`src/rtl/res_wr_arbiter.sv`:
```
// Round-robin arbiter sharing one result-RAM write port among NUM_LANES lanes, with job sequencing.
// Optional per-lane accepted-beat counters are enabled by defining RES_WR_COUNT_EN.
module res_wr_arbiter #(
    parameter int NUM_LANES = 4,
    parameter int ADDR_W    = 17,
    parameter int DATA_W    = 64
) (
    input  logic                          clk,
    input  logic                          rst,
    input  logic                          comp_enb,
    input  logic [NUM_LANES-1:0]          lane_valid,
    input  logic [NUM_LANES*ADDR_W-1:0]   lane_addr,
    input  logic [NUM_LANES*DATA_W-1:0]   lane_data,
    input  logic [NUM_LANES-1:0]          lane_done,
    output logic [NUM_LANES-1:0]          lane_ready,
    output logic [ADDR_W-1:0]             res_addr,
    output logic [DATA_W-1:0]             res_data,
    output logic                          res_web,
    output logic                          busyb,
    output logic                          done
`ifdef RES_WR_COUNT_EN
    ,
    output logic [NUM_LANES*16-1:0]       wr_count
`endif
);

    localparam int PW = (NUM_LANES > 1) ? $clog2(NUM_LANES) : 1;

    localparam logic [1:0] S_IDLE = 2'd0;
    localparam logic [1:0] S_RUN  = 2'd1;
    localparam logic [1:0] S_FIN  = 2'd2;
    localparam logic [1:0] S_DONE = 2'd3;

    logic [1:0]           r_state;
    logic [PW-1:0]        r_ptr;
    logic [NUM_LANES-1:0] r_done_seen;
    logic [ADDR_W-1:0]    r_res_addr;
    logic [DATA_W-1:0]    r_res_data;
    logic                 r_res_web;
    logic                 r_busyb;
    logic                 r_done;

    logic [1:0]           w_state_nxt;
    logic [NUM_LANES-1:0] w_grant;
    logic                 w_found;
    logic [PW-1:0]        w_gidx;
    logic [PW-1:0]        w_cand;
    logic [PW-1:0]        w_ptr_nxt;
    logic [ADDR_W-1:0]    w_sel_addr;
    logic [DATA_W-1:0]    w_sel_data;
    logic                 w_done_all;
    logic                 w_pending;
    logic                 w_start;

    assign w_start    = (r_state == S_IDLE) && comp_enb;
    // Lanes that finish this very cycle count, so the last beat and its done pulse close the job together.
    assign w_done_all = &(r_done_seen | lane_done);
    assign w_pending  = |(lane_valid & ~w_grant);

    // Rotating priority search starting at the pointer; first valid lane wins.
    always_comb begin
        w_grant = {NUM_LANES{1'b0}};
        w_found = 1'b0;
        w_gidx  = {PW{1'b0}};
        w_cand  = {PW{1'b0}};
        for (int k = 0; k < NUM_LANES; k++) begin
            w_cand = PW'((int'(r_ptr) + k) % NUM_LANES);
            if ((r_state == S_RUN) && !w_found && lane_valid[w_cand]) begin
                w_grant[w_cand] = 1'b1;
                w_found         = 1'b1;
                w_gidx          = w_cand;
            end else begin
                w_found = w_found;
            end
        end
    end

    // Next pointer value: one past the granted lane, wrapping.
    always_comb begin
        if (w_gidx == PW'(NUM_LANES - 1)) begin
            w_ptr_nxt = {PW{1'b0}};
        end else begin
            w_ptr_nxt = w_gidx + PW'(1);
        end
    end

    // One-hot grant makes an AND-OR mux sufficient for the winning lane's beat.
    always_comb begin
        w_sel_addr = {ADDR_W{1'b0}};
        w_sel_data = {DATA_W{1'b0}};
        for (int i = 0; i < NUM_LANES; i++) begin
            w_sel_addr = w_sel_addr | (lane_addr[i*ADDR_W +: ADDR_W] & {ADDR_W{w_grant[i]}});
            w_sel_data = w_sel_data | (lane_data[i*DATA_W +: DATA_W] & {DATA_W{w_grant[i]}});
        end
    end

    // Job sequencer next-state decode.
    always_comb begin
        w_state_nxt = r_state;
        case (r_state)
            S_IDLE: begin
                if (comp_enb) begin
                    w_state_nxt = S_RUN;
                end else begin
                    w_state_nxt = S_IDLE;
                end
            end
            S_RUN: begin
                if (w_done_all && !w_pending) begin
                    w_state_nxt = S_FIN;
                end else begin
                    w_state_nxt = S_RUN;
                end
            end
            S_FIN: begin
                if (!w_found) begin
                    w_state_nxt = S_DONE;
                end else begin
                    w_state_nxt = S_FIN;
                end
            end
            S_DONE: begin
                w_state_nxt = S_IDLE;
            end
            default: begin
                w_state_nxt = S_IDLE;
            end
        endcase
    end

    // Sequencer state, round-robin pointer, sticky done flags and status outputs.
    always_ff @(posedge clk) begin
        if (rst) begin
            r_state     <= S_IDLE;
            r_ptr       <= {PW{1'b0}};
            r_done_seen <= {NUM_LANES{1'b0}};
            r_busyb     <= 1'b1;
            r_done      <= 1'b0;
        end else begin
            r_state <= w_state_nxt;
            r_busyb <= (w_state_nxt == S_IDLE);
            r_done  <= (w_state_nxt == S_DONE);
            if (w_start) begin
                r_ptr <= {PW{1'b0}};
            end else if (w_found) begin
                r_ptr <= w_ptr_nxt;
            end else begin
                r_ptr <= r_ptr;
            end
            if (w_start) begin
                r_done_seen <= {NUM_LANES{1'b0}};
            end else if (r_state == S_RUN) begin
                r_done_seen <= r_done_seen | lane_done;
            end else begin
                r_done_seen <= r_done_seen;
            end
        end
    end

    // Single-entry output stage; reset drops any captured beat.
    always_ff @(posedge clk) begin
        if (rst) begin
            r_res_web  <= 1'b1;
            r_res_addr <= {ADDR_W{1'b0}};
            r_res_data <= {DATA_W{1'b0}};
        end else begin
            r_res_web <= !w_found;
            if (w_found) begin
                r_res_addr <= w_sel_addr;
                r_res_data <= w_sel_data;
            end else begin
                r_res_addr <= r_res_addr;
                r_res_data <= r_res_data;
            end
        end
    end

`ifdef RES_WR_COUNT_EN
    logic [NUM_LANES*16-1:0] r_wr_count;

    // Per-lane accepted-beat counters, wrapping naturally at 16 bits.
    always_ff @(posedge clk) begin
        if (rst || w_start) begin
            r_wr_count <= {(NUM_LANES*16){1'b0}};
        end else begin
            for (int i = 0; i < NUM_LANES; i++) begin
                if (w_grant[i]) begin
                    r_wr_count[i*16 +: 16] <= r_wr_count[i*16 +: 16] + 16'd1;
                end else begin
                    r_wr_count[i*16 +: 16] <= r_wr_count[i*16 +: 16];
                end
            end
        end
    end

    assign wr_count = r_wr_count;
`endif

    assign lane_ready = w_grant;
    assign res_addr   = r_res_addr;
    assign res_data   = r_res_data;
    assign res_web    = r_res_web;
    assign busyb      = r_busyb;
    assign done       = r_done;

endmodule
```
`config.mk`:
```
export PLATFORM = sky130hd
export DESIGN_NAME = res_wr_arbiter
export DESIGN_NICKNAME = d
export VERILOG_FILES = /design/src/rtl/res_wr_arbiter.sv
export SDC_FILE = /design/constraint.sdc
export NUM_CORES = 1
export LEC_CHECK = 0
export BUFFER_PORTS_ARGS = -buffer_cell sky130_fd_sc_hd__buf_4
export CORE_AREA = 2 2 163 165
export CTS_BUF_LIST = sky130_fd_sc_hd__clkbuf_2 sky130_fd_sc_hd__clkbuf_4 sky130_fd_sc_hd__clkbuf_8
export DETAILED_ROUTE_END_ITERATION = 6
export DIE_AREA = 0 0 165 167
export PLACE_DENSITY = 0.54
export RECOVER_POWER = 25
export SYNTH_ARGS = -nofsm -noshare
export SYNTH_HDL_FRONTEND = slang
export SYNTH_SLANG_ARGS = --single-unit
```
`constraint.sdc`:
```
create_clock -name clk -period 7.7 [get_ports clk]
set_input_delay 0.385 -clock clk [delete_from_list [all_inputs] [get_ports clk]]
set_output_delay 0.385 -clock clk [all_outputs]
set_load 0.1 [all_outputs]
```
### Yosys cells after proc, flatten, opt, wreduce, memory -nomap -nowiden

Index checks and enable logic that the tools add are counted.

| storage, ports and cells | value |
|---|---|
| register bits after elaboration | 92 |
| word-level logic and storage cells | 101 |

| operators by class | value |
|---|---|
| reductions and logical operators | 23 |
| magnitude comparators | 8 |
| multiplexer cells | 33 |
| add/sub/neg operators | 4 |
| bitwise gates (word level) | 20 |
| equal/unequal tests | 5 |

Operators by type and width:

| kind | number |
|---|---|
| AND 64 bit | 4 |
| bitwise OR 64 bit | 3 |
| AND 17 bit | 4 |
| bitwise OR 17 bit | 3 |
| 2-to-1 mux 4 bit | 4 |
| bitwise OR 4 bit | 4 |
| 2-to-1 mux 1 bit | 14 |
| logical AND 1 bit | 13 |
| less-than comparator 2 x 3 -> 1 bit, second input constant | 4 |
| 2-to-1 mux 2 bit | 6 |
| binary-select mux 1 bit (select 2 bit) | 4 |
| demux 1 bit (select 2 bit) | 4 |
| == test 2 bit, second input constant | 4 |
| greater-or-equal comparator 2 x 1 -> 1 bit, second input constant | 4 |
| one-hot mux 2 bit (4 select lines) | 1 |
| logical NOT 1 bit | 5 |
| adder 2 x 1 -> 2 bit, second input constant | 2 |
| adder 2 bit, second input constant | 2 |
| AND 4 bit | 1 |
| logical NOT 2 bit | 2 |
| NOT 4 bit | 1 |
| AND reduction 4 bit | 1 |
| OR reduction 4 bit | 1 |
| == test 2 x 1 -> 1 bit, second input constant | 1 |
| OR reduction 2 bit | 1 |

### Logic depth before layout (Yosys ltp)

Gate-level depths: netlist of the first run.

| depth | value |
|---|---|
| depth after elaboration | 24 |
| depth in mapped cells | 12 |

### Worst setup path after synthesis of the first run

No wires, ideal clock.

| timing | value |
|---|---|
| path kind | reg2reg |
| from | reg r_ptr[1] |
| to | reg r_res_addr[0] (netlist: res_addr[0]) |
| path buffers | 3 |
| setup time | 0.091 ns |
| data required time | 7.609 ns |
| cell stages (with the launch flop) | 12 |
| period minus slack after synthesis | 3.513 ns |
| path slack | 4.187 ns |
| arrival time | 3.422 ns |
| cell sequence | dfxtp_1 buf_2 inv_1 ha_1 mux4_2 buf_2 nor3b_1 and2_1 a221o_1 clkbuf_1 a222oi_1 a311oi_1 |

| between the ends | value |
|---|---|
| word-level cells in the longest chain between the ends | 20 |
| elaborated cells on any way between the ends | 59 |
| those cells by class | 3 x add/sub; 8 x order compare; 24 x mux; 10 x bitwise; 14 x reduce/logical |

Ends and longest elaborated chain:

| item | RTL line | source |
|---|---|---|
| from (decl) | 35 | `logic [PW-1:0] r_ptr;` |
| from (signal assigned) | 135 | `r_ptr <= {PW{1'b0}};` |
| from (signal assigned) | 144 | `r_ptr <= {PW{1'b0}};` |
| from (signal assigned) | 146 | `r_ptr <= w_ptr_nxt;` |
| branches (longest 15 deep; another with less-than comparator 2 x 3 -> 1 bit) | -- |  |
| 2-to-1 mux 4 bit * | 68 | `if ((r_state == S_RUN) && !w_found && lane_valid[w_cand]) begin` |
| named net lane_ready[0] | 15 | `output logic [NUM_LANES-1:0] lane_ready,` |
| AND 17 bit * | 92 | `w_sel_addr = w_sel_addr \| (lane_addr[i*ADDR_W +: ADDR_W] & {ADDR_W{w_grant[i]}});` |
| bitwise OR 17 bit * (3 in series) | 92 |  |
| to (signal assigned) | 164 | `r_res_addr <= {ADDR_W{1'b0}};` |
| to (signal assigned) | 169 | `r_res_addr <= w_sel_addr;` |
| to (signal assigned) | 172 | `r_res_addr <= r_res_addr;` |
| to (decl) | 37 | `logic [ADDR_W-1:0] r_res_addr;` |

Mark *: on every way through the listed nets, which the timed path passes. The select of a mux whose other input is x is not followed.
A chain may end at the register's enable or synchronous reset.

==> results of run 1 <==
-- layer usage --
| layer | track usage | vias up | share of wire |
|---|---|---|---|
| met5 | 0 | - | 0 |
| met4 | 0.0329 | 0 | 0.012 |
| met3 | 0.0418 | 15 | 0.087 |
| met2 | 0.285 | 308 | 0.50 |
| met1 | 0.194 | 3020 | 0.40 |
| li1 | - | 3038 | - |
-- registers in the layout (all words and copies together) (netlist names), named ones only --
name         cells
busyb            1
done             1
r_done_seen      4
r_ptr            1
r_state          2
res_addr        17
res_data        64
res_web          1
-- area by class of cell --
cell class / instances / area share
Sequential cell: 92 / 0.221
Inverter: 8 / 0.00360
Multi-Input combinational cell: 405 / 0.335
Clock inverter: 4 / 0.00900
Tap cell: 335 / 0.0502
Clock buffer: 11 / 0.0166
Timing Repair Buffer: 426 / 0.365
-- through the flow --
stage          hold WS, ps  instances  power [mW]
2_1_floorplan          437        573        1.08
5_1_grt                202       1281        1.77
3_5_place_dp           473       1266        1.34
3_3_place_gp           450       1266        1.34
4_1_cts                184       1281        1.73
6_report               226       1281        1.68
-- how the worst max path moves through the flow --
stage | to | cells after the start | slack, ps | start
4_1_cts | lane_ready[1] | 8 | 3220 | flip-flop
2_1_floorplan | res_addr[0]$_SDFFE_PP0P_ | 11 | 4190 | r_ptr[1]$_SDFFE_PP0P_
6_report | lane_ready[1] | 8 | 3280 | flip-flop
5_1_grt | lane_ready[1] | 8 | 2890 | flip-flop
3_3_place_gp | lane_ready[1] | 8 | 3690 | flip-flop
3_5_place_dp | lane_ready[1] | 8 | 3690 | flip-flop
-- layout by cell type (no fill, tap or decap), drive strengths merged --
cell type / n
o21ai: 5
a31o: 1
mux4: 4
bufinv: 2
nor3b: 2
nor2b: 3
a21oi: 11
o31ai: 1
inv: 8
clkinvlp: 2
a211o: 1
or3: 1
nor4: 1
a222oi: 81
a31oi: 2
mux2: 3
o22ai: 3
xor2: 1
o22a: 1
nand2: 87
nand3b: 5
or3b: 1
clkbuf: 51
buf: 386
a221o: 4
nand2b: 1
ha: 7
dfxtp: 92
xnor2: 1
o221a: 1
nor2: 91
and3: 1
a22o: 1
and2: 2
a311oi: 81
a21o: 1
-- critical path, stage by stage, from the launching register on --
cell	delay, ps
dfxtp_1	660
inv_1	210
ha_1	400
mux4_2	420
nor3b_1	260
and2_1	250
a221o_4	460
buf_4	530
buf_4	390
-- report_power, final --
part | internal [mW] | switching, mW | total, mW
clock network | 0.189 | 0.188 | 0.377
registers | 0.521 | 0.0274 | 0.548
logic | 0.238 | 0.522 | 0.759
-- synth_stat cells, types with 2 or more instances --
cell	n	area share
inv_1	8	0.0060
nor3b_1	2	0.0030
a311oi_1	81	0.14
nor2_1	91	0.069
o21ai_0	5	0.0050
nand2_1	87	0.066
nand3b_1	5	0.0075
a222oi_1	81	0.16
a221o_1	4	0.0080
clkbuf_1	30	0.023
a31oi_1	2	0.0025
nor2b_1	3	0.0038
ha_1	7	0.018
dfxtp_1	92	0.37
buf_6	8	0.018
o22ai_1	3	0.0038
mux2_2	3	0.0068
mux4_2	4	0.018
a21oi_1	11	0.011
buf_2	28	0.028
-- kinds of logic after synthesis --
family,Yosys count,synth area share
adder cells (fa/ha/maj),7,0.0176
AND/OR/NAND/NOR,195,0.158
AO/OA/AOI/OAI,194,0.348
multiplexers,7,0.0249
flip-flops,92,0.370
buffers and inverters,76,0.0772
XOR/XNOR,2,0.00352
==> key figures, run 1 <==
Worst hold path
  – Hold Path Sink: busyb$_SDFF_PP1_
  – Worst Hold Class: in2reg
  – Min-delay src: comp_enb
  – Hold Path Cell Cnt: 2

Critical path
  – Reg2reg path depth: 9
  – Crit path launch type: flip-flop
  – Worst reg2reg setup slack: 3610 ps
  – Kind of critical path: reg2out
  – FF-to-FF End: res_data[30]$_SDFFE_PP0P_
  – Critical Path RT: about 7300 ps
  – Critical Path Fanout Max: 48
  – Critical Path End Type: output pin
  – CP Data Arrival Time: a little over 4000 ps

Place
  – DP Area: between 0.008 and 0.009 mm²
  – Port Buffers: between 400 and 500
  – GP Congestion: 0.823
  – Hpwl dp: around 17000 µm
  – Pre-CTS setup slack: between 3000 and 4000 ps

Floorplan
  – IO Pins: approximately 420
  – Total die area: 0.0276 mm²
  – Die X: about 170 µm
  – Starting density of the core: 0.193
  – Site row count: 59
  – DIE HEIGHT: 167 µm
  – Core area: 0.0258 mm²

Clocking
  – TritonCTS Buffers: 9
  – Clock root buffer: clkbuf_8
  – H-tree depth: 3
  – Longest Clk Path Bufs: 2
  – CTS clock-pin slew for the worst setup and hold paths: around 100 ps
  – Clock Latency Late Sink: 370 ps
  – CTS tree: yes
  – Setup Buffers After CTS: 0
  – Clock sinks: 92
  – Post-cts resize count: 0
  – Cts hold-fix bufs: 0

Synthesis
  – EDFF count, synth: 0
  – #FFs+latches synth: 92
  – Avg Inst Size Synth: about 8.7 µm²
  – Cells after Synth: ~570
  – Synth Flop Type: dfxtp_1
  – Synth cell types: 38
  – Ys Warns: 0
  – Syn_nets: ~920
  – Post-synthesis sequential area ratio: 0.370
  – Post-Synthesis Cell Area: between 0.004 and 0.005 mm²
  – Share of flip-flops with an asynchronous set or reset: 0

Drt
  – Via count: 6381
  – TritonRoute pass-1 iters: 7
  – Drc violations: 11
  – Vias/cell: around 5.0
  – Routed Wire Length: between 20000 and 25000 µm
  – DRT iter0 DRCs: 689
  – Detail Route Antenna Nets: 0
  – DR WL/cell: between 15 and 20 µm

STA
  – Final setup TNS: 0 ps
  – Period Utilization, post-route: 0.574
  – RSZ-0062 raised after global routing: no
  – Fmax: ~230 MHz
  – Final WS setup: approximately 3300 ps
  – Post-layout min period: roughly 4400 ps
  – Final hold vios: 0
  – Final setup viols: 0
  – Slew @ Worst Pin: between 4000 and 5000 ps
  – Setup Skew: 11.3 ps
  – Slew Limit Fails: between 80 and 90
  – Relative slew slack: -1.77

Global routing
  – Pin count of the biggest net entering global routing: between 90 and 100
  – Final global-route overflow total: 0
  – First-pass GRT wire length: approximately 35000 µm
  – GRT Overall Usage: 0.161
  – Antenna violations before repair: 0
  – Vias in the first global route: between 6000 and 7000

Finish
  – Reg area: around 0.0018 mm²
  – Share of cells above drive strength 1: 0.441
  – Final instance area: 0.00835 mm²
  – N_diodes: 0
  – Area of the multi-input gates: about 0.0028 mm²
  – Area growth syn-to-layout: 67.7%
  – Fill count: 2816
  – Nets@finish: ~1300
  – Fin util: 0.324

Run status
  – Failing checks: design-rule violations, max-capacitance violations, max-slew violations
  – Status: finished, violations left

Pwr
  – Pwr dens: between 200 and 250 mW/mm²
  – VDD IR-drop max: roughly 0.00008 V
  – P_leak: 3.44 nW

Job
  – Max-Cap Viols: 1
No activity file was read; power rests on OpenSTA's default activity.
==> run 2: changes to the inputs <==
==> constraint.sdc (replaced) <==
create_clock -name clk -period 4.58 [get_ports clk]
set_input_delay 0.229 -clock clk [delete_from_list [all_inputs] [get_ports clk]]
set_output_delay 0.229 -clock clk [all_outputs]
set_load 0.1 [all_outputs]
==> run 2 against run 1 <==
  * First-iteration DRC count grew 16%
  * Largest cell class unchanged
  * Global-route usage grew 0.41 points
  * Critical path type unchanged
  * Combinational power grew 71%
  * Die area is the same
  * The run still ends with design-rule violations, max-capacitance violations, max-slew violations left
  * Critical endpoint unchanged
  * Setup slack lost 2600 ps
==> key figures, run 2 (synthesis results as in run 1) <==
Run status
  – Status: finished, violations left
  – Failing checks: design-rule violations, max-capacitance violations, max-slew violations

Drt
  – Vias/cell: approximately 5
  – Drc violations: 5
  – Via count: approximately 6400
  – DRT iter0 DRCs: roughly 800
  – DR WL/cell: between 15 and 20 µm
  – TritonRoute pass-1 iters: 7
  – Routed Wire Length: approximately 24000 µm
  – Detail Route Antenna Nets: 0

Critical path
  – Worst path top cell family by delay: flip-flops
  – Kind of critical path: reg2out
  – Slowest cell on crit path: dfxtp_1
  – Crit path largest cell delay: ~700 ps
  – Critical Path End Type: output pin
  – FF-to-FF End: res_data[25]$_SDFFE_PP0P_
  – Reg2reg path depth: 9
  – CP Data Arrival Time: 3620 ps
  – Crit path launch type: flip-flop
  – Worst reg2reg setup slack: between 700 and 800 ps
  – Critical Path Fanout Max: 40
  – Buffers and inverters on the worst path: 2
  – WP depth: 7
  – Critical Path RT: ~4400 ps
  – Cells along the critical path: inv_1 > ha_1 > mux4_2 > nor3b_1 > and2_1 > a221o_4 > buf_4

Place
  – GP Congestion: about 0.85
  – Number of instances in the placed design: between 1000 and 1500
  – Hpwl dp: around 18000 µm
  – Port Buffers: 422

Global routing
  – Vias in the first global route: about 6300
  – Antenna violations before repair: 0
  – Gr busiest metal: met2
  – GRT met1 Usage: 0.203
  – Pin count of the biggest net entering global routing: between 90 and 100
  – GRT Overall Usage: 0.165
  – Grt met3 use: 0.0364
  – Met2 Resource Use GR: 0.281
  – Final global-route overflow total: 0
  – First-pass GRT wire length: 35300 µm

Worst hold path
  – Min-delay src: comp_enb
  – Worst Hold Class: in2reg
  – Hold Path Cell Cnt: 2
  – Hold Path Sink: busyb$_SDFF_PP1_

STA
  – Fmax: 260 MHz
  – Period Utilization, post-route: 0.840
  – RSZ-0062 raised after global routing: no
  – Setup Skew: 19.3 ps
  – Final hold vios: 0
  – Slew Limit Fails: between 80 and 90
  – Final setup TNS: 0 ps
  – Relative slew slack: -1.87
  – Final setup viols: 0
  – Slew @ Worst Pin: about 4300 ps
  – Post-layout min period: about 3800 ps

Pwr
  – Comb pwr share: 0.452
  – Register share of total power: 0.322
  – VDD IR-drop max: about 0.00013 V
  – Sw Share: 0.440
  – Sw power: ~1.3 mW
  – Clock power frac: 0.226
  – Pwr dens: about 340 mW/mm²
  – Cell Int Power: between 1.5 and 2 mW
  – P_leak: ~3.5 nW

Clocking
  – Clock Latency Late Sink: approximately 380 ps
  – Cts hold-fix bufs: 0
  – Post-cts resize count: 0
  – Longest Clk Path Bufs: 2
  – Clock sinks: 92
  – CTS tree: yes
  – Clock root buffer: clkbuf_8
  – CTS clock-pin slew for the worst setup and hold paths: around 100 ps
  – H-tree depth: 3
  – Setup Buffers After CTS: 0
  – TritonCTS Buffers: 9

Job
  – Max-Cap Viols: 1

Finish
  – Most common cell after layout, fill and taps aside: buf_4
  – Fill count: about 2700
  – Max reg flops: 64
  – Area growth syn-to-layout: 69.0%
  – Post-Layout Cell Count: 1285
  – N_diodes: 0
  – Share of cells above drive strength 1: 0.442
  – Nets@finish: ~1300
  – Most frequent cells in the layout: buf_4, dfxtp_1, nor2_1, nand2_1
  – Area of the multi-input gates: roughly 0.0028 mm²
  – Reg area: between 0.0015 and 0.002 mm²

Floorplan
  – DIE HEIGHT: ~170 µm
  – IO Pins: 423
  – Site row count: about 60
  – Core area: between 0.02 and 0.03 mm²
  – Die X: around 170 µm
  – Total die area: 0.0276 mm²
  – Starting density of the core: 0.193
-- run 2: cell count changes in the layout (fill, tap and decap cells not counted), sizes merged --
cell    delta
buf        +3
clkbuf     +1
-- run 2: layout make-up --
cell class                      instances  area share
Timing Repair Buffer                  430       0.370
Inverter                                8     0.00357
Tap cell                              335      0.0498
Sequential cell                        92       0.219
Clock buffer                           11      0.0165
Clock inverter                          4     0.00893
Multi-Input combinational cell        405       0.332
-- run 2: power by group through the flow --
stage | Sequential [mW] | Combinational (mW) | Clock (mW)
floorplan | 1.44 | 0.376 | 0
global placement | 0.940 | 1.33 | 0
detailed placement | 0.941 | 1.33 | 0
CTS | 0.923 | 1.33 | 0.687
global route | 0.933 | 1.36 | 0.706
finish | 0.922 | 1.30 | 0.646
-- run 2: worst reg2reg max path: stages, from the launching register on --
cell and delay (ps):
dfxtp_1 700, inv_1 210, ha_1 410, mux4_2 350, nor3b_1 170, and2_1 210
a221o_4 560, buf_12 270, a222oi_1 450, a311oi_1 160
-- run 2: worst max path at each step --
stage / from / endpoint
floorplan: r_ptr[1]$_SDFFE_PP0P_ / res_addr[0]$_SDFFE_PP0P_
global placement: flip-flop / res_data[29]$_SDFFE_PP0P_
detailed placement: flip-flop / res_data[25]$_SDFFE_PP0P_
CTS: flip-flop / lane_ready[1]
global route: flip-flop / lane_ready[1]
finish: flip-flop / lane_ready[1]
-- run 2: metal layers --
| metal | wire [µm] | share of wire |
|---|---|---|
| met1 | 9630 | 0.40 |
| met2 | 11900 | 0.49 |
| met3 | 2130 | 0.088 |
| met4 | 521 | 0.022 |
| met5 | 0 | 0 |
-- run 2: through the flow --
step                hold WS [ps]   util  setup WS, ps  power (mW)  area, µm²
floorplan                    316      -          1070        1.82       4980
global placement             448  0.324          1020        2.27       8350
detailed placement           457  0.324           917        2.27       8350
CTS                         32.1  0.332           707        2.94       8560
global route                34.2  0.326           480        3.00       8410
finish                      61.2  0.326           733        2.86       8410
==> run 3: changes to the inputs <==
--- a/config.mk
+++ b/config.mk
@@ -5,12 +5,13 @@
 export SDC_FILE = /design/constraint.sdc
 export NUM_CORES = 1
 export LEC_CHECK = 0
+export ABC_AREA = 1
 export BUFFER_PORTS_ARGS = -buffer_cell sky130_fd_sc_hd__buf_4
 export CORE_AREA = 2 2 163 165
 export CTS_BUF_LIST = sky130_fd_sc_hd__clkbuf_2 sky130_fd_sc_hd__clkbuf_4 sky130_fd_sc_hd__clkbuf_8
 export DETAILED_ROUTE_END_ITERATION = 6
 export DIE_AREA = 0 0 165 167
-export PLACE_DENSITY = 0.54
+export PLACE_DENSITY = 0.59
 export RECOVER_POWER = 25
 export SYNTH_ARGS = -nofsm -noshare
 export SYNTH_HDL_FRONTEND = slang
==> constraint.sdc (replaced) <==
create_clock -name clk -period 3.5 [get_ports clk]
set_input_delay 0.175 -clock clk [delete_from_list [all_inputs] [get_ports clk]]
set_output_delay 0.175 -clock clk [all_outputs]
set_load 0.1 [all_outputs]
==> run 3 against run 2 <==
  * The run now ends clean
  * Clock skew fell by 6.9 ps
  * Largest power group unchanged
  * Highest routed layer unchanged
  * Largest cell class is now multi-input combinational cells
  * Synthesized area grew 14%
  * Via count increased by 11%
  * Final cell count rose by 18%
  * Setup slack lost 540 ps
  * Combinational power is 83% higher
  * Wire length up 8.8%
  * Non-clock buffer count is 6 higher
==> key figures, run 3 <==
Run status
  – Status: finished, final reports clean

Finish
  – Final instance area: just over 0.009 mm²
  – Area growth syn-to-layout: 60.7%
  – Most common cell after layout, fill and taps aside: buf_4
  – Fin util: 0.352
  – Fill count: between 2000 and 3000
  – Max reg flops: 64
  – Nets@finish: 1522
  – N_diodes: 0
  – Share of cells above drive strength 1: 0.406
  – Most frequent cells in the layout: buf_4, nand2_1, a21oi_1, dfxtp_1

Drt
  – DR WL met3: between 2000 and 3000 µm
  – Drc violations: 0
  – Routed Wire Length: roughly 26000 µm
  – DR WL/cell: ~17 µm
  – Via count: slightly above 7000
  – Vias/cell: between 4 and 5
  – TritonRoute pass-1 iters: 5
  – DRT iter0 DRCs: 360
  – Met1 WL: 10400 µm
  – Max Used Layer: met4
  – Detail Route Antenna Nets: 0
  – Routed length on met2: 12900 µm

Clocking
  – Clock Latency Late Sink: ~370 ps
  – TritonCTS Buffers: 9
  – Clock root buffer: clkbuf_8
  – Longest Clk Path Bufs: 2
  – H-tree depth: 3
  – CTS tree: yes
  – CTS clock-pin slew for the worst setup and hold paths: around 100 ps
  – Clock sinks: 92
  – Post-cts resize count: 0
  – Cts hold-fix bufs: 0
  – Setup Buffers After CTS: 0

Place
  – Pre-CTS setup slack: roughly 550 ps
  – Hpwl dp: between 20000 and 25000 µm
  – Port Buffers: between 400 and 500
  – DP Area: 0.00904 mm²
  – GP Congestion: about 0.84

Global routing
  – Vias in the first global route: 7128
  – Final global-route overflow total: 0
  – Antenna violations before repair: 0
  – GRT Overall Usage: 0.182
  – Pin count of the biggest net entering global routing: slightly above 80
  – First-pass GRT wire length: a little under 40000 µm

Synthesis
  – Cells after Synth: a little under 800
  – Leading area contributor after synthesis: dfxtp_1
  – Post-synthesis sequential area ratio: 0.326
  – Top-area cell type share of the netlist area: 0.326
  – #FFs+latches synth: roughly 90
  – Share of flip-flops with an asynchronous set or reset: 0
  – Synth cell types: 39
  – Synth top area cells: dfxtp_1, nand2_1, a41oi_1, a21oi_1, o21ai_0
  – Avg Inst Size Synth: 7.13 µm²
  – Post-Synthesis Cell Area: about 0.0057 mm²
  – Syn_nets: ~1100
  – EDFF count, synth: 0
  – Synth Flop Type: dfxtp_1
  – Ys Warns: 0
  – Most frequent cell after synthesis: nand2_1
  – Post-synth top cells: nand2_1, a21oi_1, dfxtp_1, a41oi_1, o21ai_0

Critical path
  – FF-to-FF End: res_addr[0]$_SDFFE_PP0P_
  – Critical Path Fanout Max: between 80 and 90
  – CP Data Arrival Time: 3130 ps
  – Buffers and inverters on the worst path: 4
  – Slowest cell on crit path: dfxtp_1
  – Critical Path End Type: output pin
  – Worst path top cell family by delay: buffers and inverters
  – Crit path largest cell delay: about 600 ps
  – Kind of critical path: reg2out
  – Worst reg2reg setup slack: ~560 ps
  – Crit path launch type: flip-flop
  – Cells along the critical path: inv_4 > ha_1 > inv_1 > nand3_2 > nand2_4 > nand4_4 > nor2_8 > nand2_1 > nand2_4 > buf_12 > buf_4
  – Reg2reg path depth: 14
  – Critical Path RT: between 3000 and 4000 ps
  – Most used cell, CP: nand2_4

STA
  – Fmax: 303 MHz
  – Slew Limit Fails: 0
  – Setup Skew: between 10 and 15 ps
  – Period Utilization, post-route: 0.944
  – Final hold vios: 0
  – Hold slack final: 49.4 ps
  – RSZ-0062 raised after global routing: no
  – Final setup viols: 0
  – Final WS setup: just under 200 ps
  – Final setup TNS: 0 ps
  – Slew @ Worst Pin: 1290 ps
  – Post-layout min period: around 3300 ps
  – Relative slew slack: 0.145

Pwr
  – Pwr dens: approximately 490 mW/mm²
  – VDD IR-drop max: between 0.0002 and 0.00025 V
  – P_leak: 3.97 nW

Floorplan
  – Starting density of the core: 0.219
  – DIE HEIGHT: ~170 µm
  – Core area: between 0.02 and 0.03 mm²
  – Site row count: slightly below 60
  – Die X: 165 µm
  – Total die area: about 0.028 mm²
  – IO Pins: 423

Worst hold path
  – Worst Hold Class: in2reg
  – Hold Path Cell Cnt: 3
  – Min-delay src: lane_data[246]
  – Hold Path Sink: res_data[54]$_SDFFE_PP0P_

Job
  – Max-Cap Viols: 0
-- run 3: cell count changes after synthesis, moves of 21 or more --
cell      before  now
nand2_1       87  297
a21oi_1       11   95
nor2_1        91    9
a222oi_1      81    0
a311oi_1      81    0
a41oi_1        0   56
o21ai_0        5   56
nand3_1        0   21
-- run 3: worst max path at each step --
stage | from | end | slack [ps] | cells past startpoint
after CTS | flip-flop | lane_ready[3] | 160 | 11
after floorplan | flip-flop | res_addr[1]$_SDFFE_PP0P_ | 920 | 13
final | flip-flop | lane_ready[3] | 200 | 11
after global routing | r_ptr[1]$_SDFFE_PP0P_ | lane_ready[3] | 8 | 11
after detailed placement | flip-flop | res_addr[0]$_SDFFE_PP0P_ | 550 | 14
after global placement | flip-flop | res_addr[0]$_SDFFE_PP0P_ | 590 | 14
-- run 3: final cells by class --
cell class | count | area (µm²) | share of cell area
Clock buffer | 10 | 138 | 0.0152
Clock inverter | 5 | 61.3 | 0.00675
Inverter | 18 | 70.1 | 0.00772
Multi-Input combinational cell | 623 | 3350 | 0.369
Sequential cell | 92 | 1840 | 0.203
Tap cell | 335 | 419 | 0.0462
Timing Repair Buffer | 436 | 3200 | 0.352
-- run 3: where the power goes --
| part | internal (mW) | switching (mW) |
|---|---|---|
| combinational | 0.627 | 1.75 |
| sequential | 1.20 | 0.0819 |
| clock | 0.349 | 0.445 |
| total | 2.17 | 2.28 |
-- run 3: kinds of logic after synthesis --
kind of cell             share of synthesized area
adder cells (fa/ha/maj)                     0.0155
buffers and inverters                       0.0828
AND/OR/NAND/NOR                              0.316
XOR/XNOR                                   0.00155
AO/OA/AOI/OAI                                0.258
flip-flops                                   0.326
-- run 3: per-layer routing --
layer	track usage	vias up
met3	0.0563	23
met1	0.213	3301
met4	0.0442	0
met5	0	-
li1	-	3490
met2	0.321	345
-- run 3: worst register-to-register path, cell delays in order, from the launching register on --
cell     delay, ps
dfxtp_1        600
inv_4          130
ha_1           390
inv_1          110
nand3_2        100
nand2_4        100
nand4_4        130
nor2_8         210
nand2_1        140
nand2_4        400
buf_12         260
nand2_1         70
nand3_1         80
a21oi_1         40
a21oi_1        130
-- run 3: through the flow --
step | std cells | total power, mW
global placement | 1504 | 3.75
CTS | 1519 | 4.58
global route | 1519 | 4.69
floorplan | 792 | 3.00
detailed placement | 1504 | 3.76
finish | 1519 | 4.45
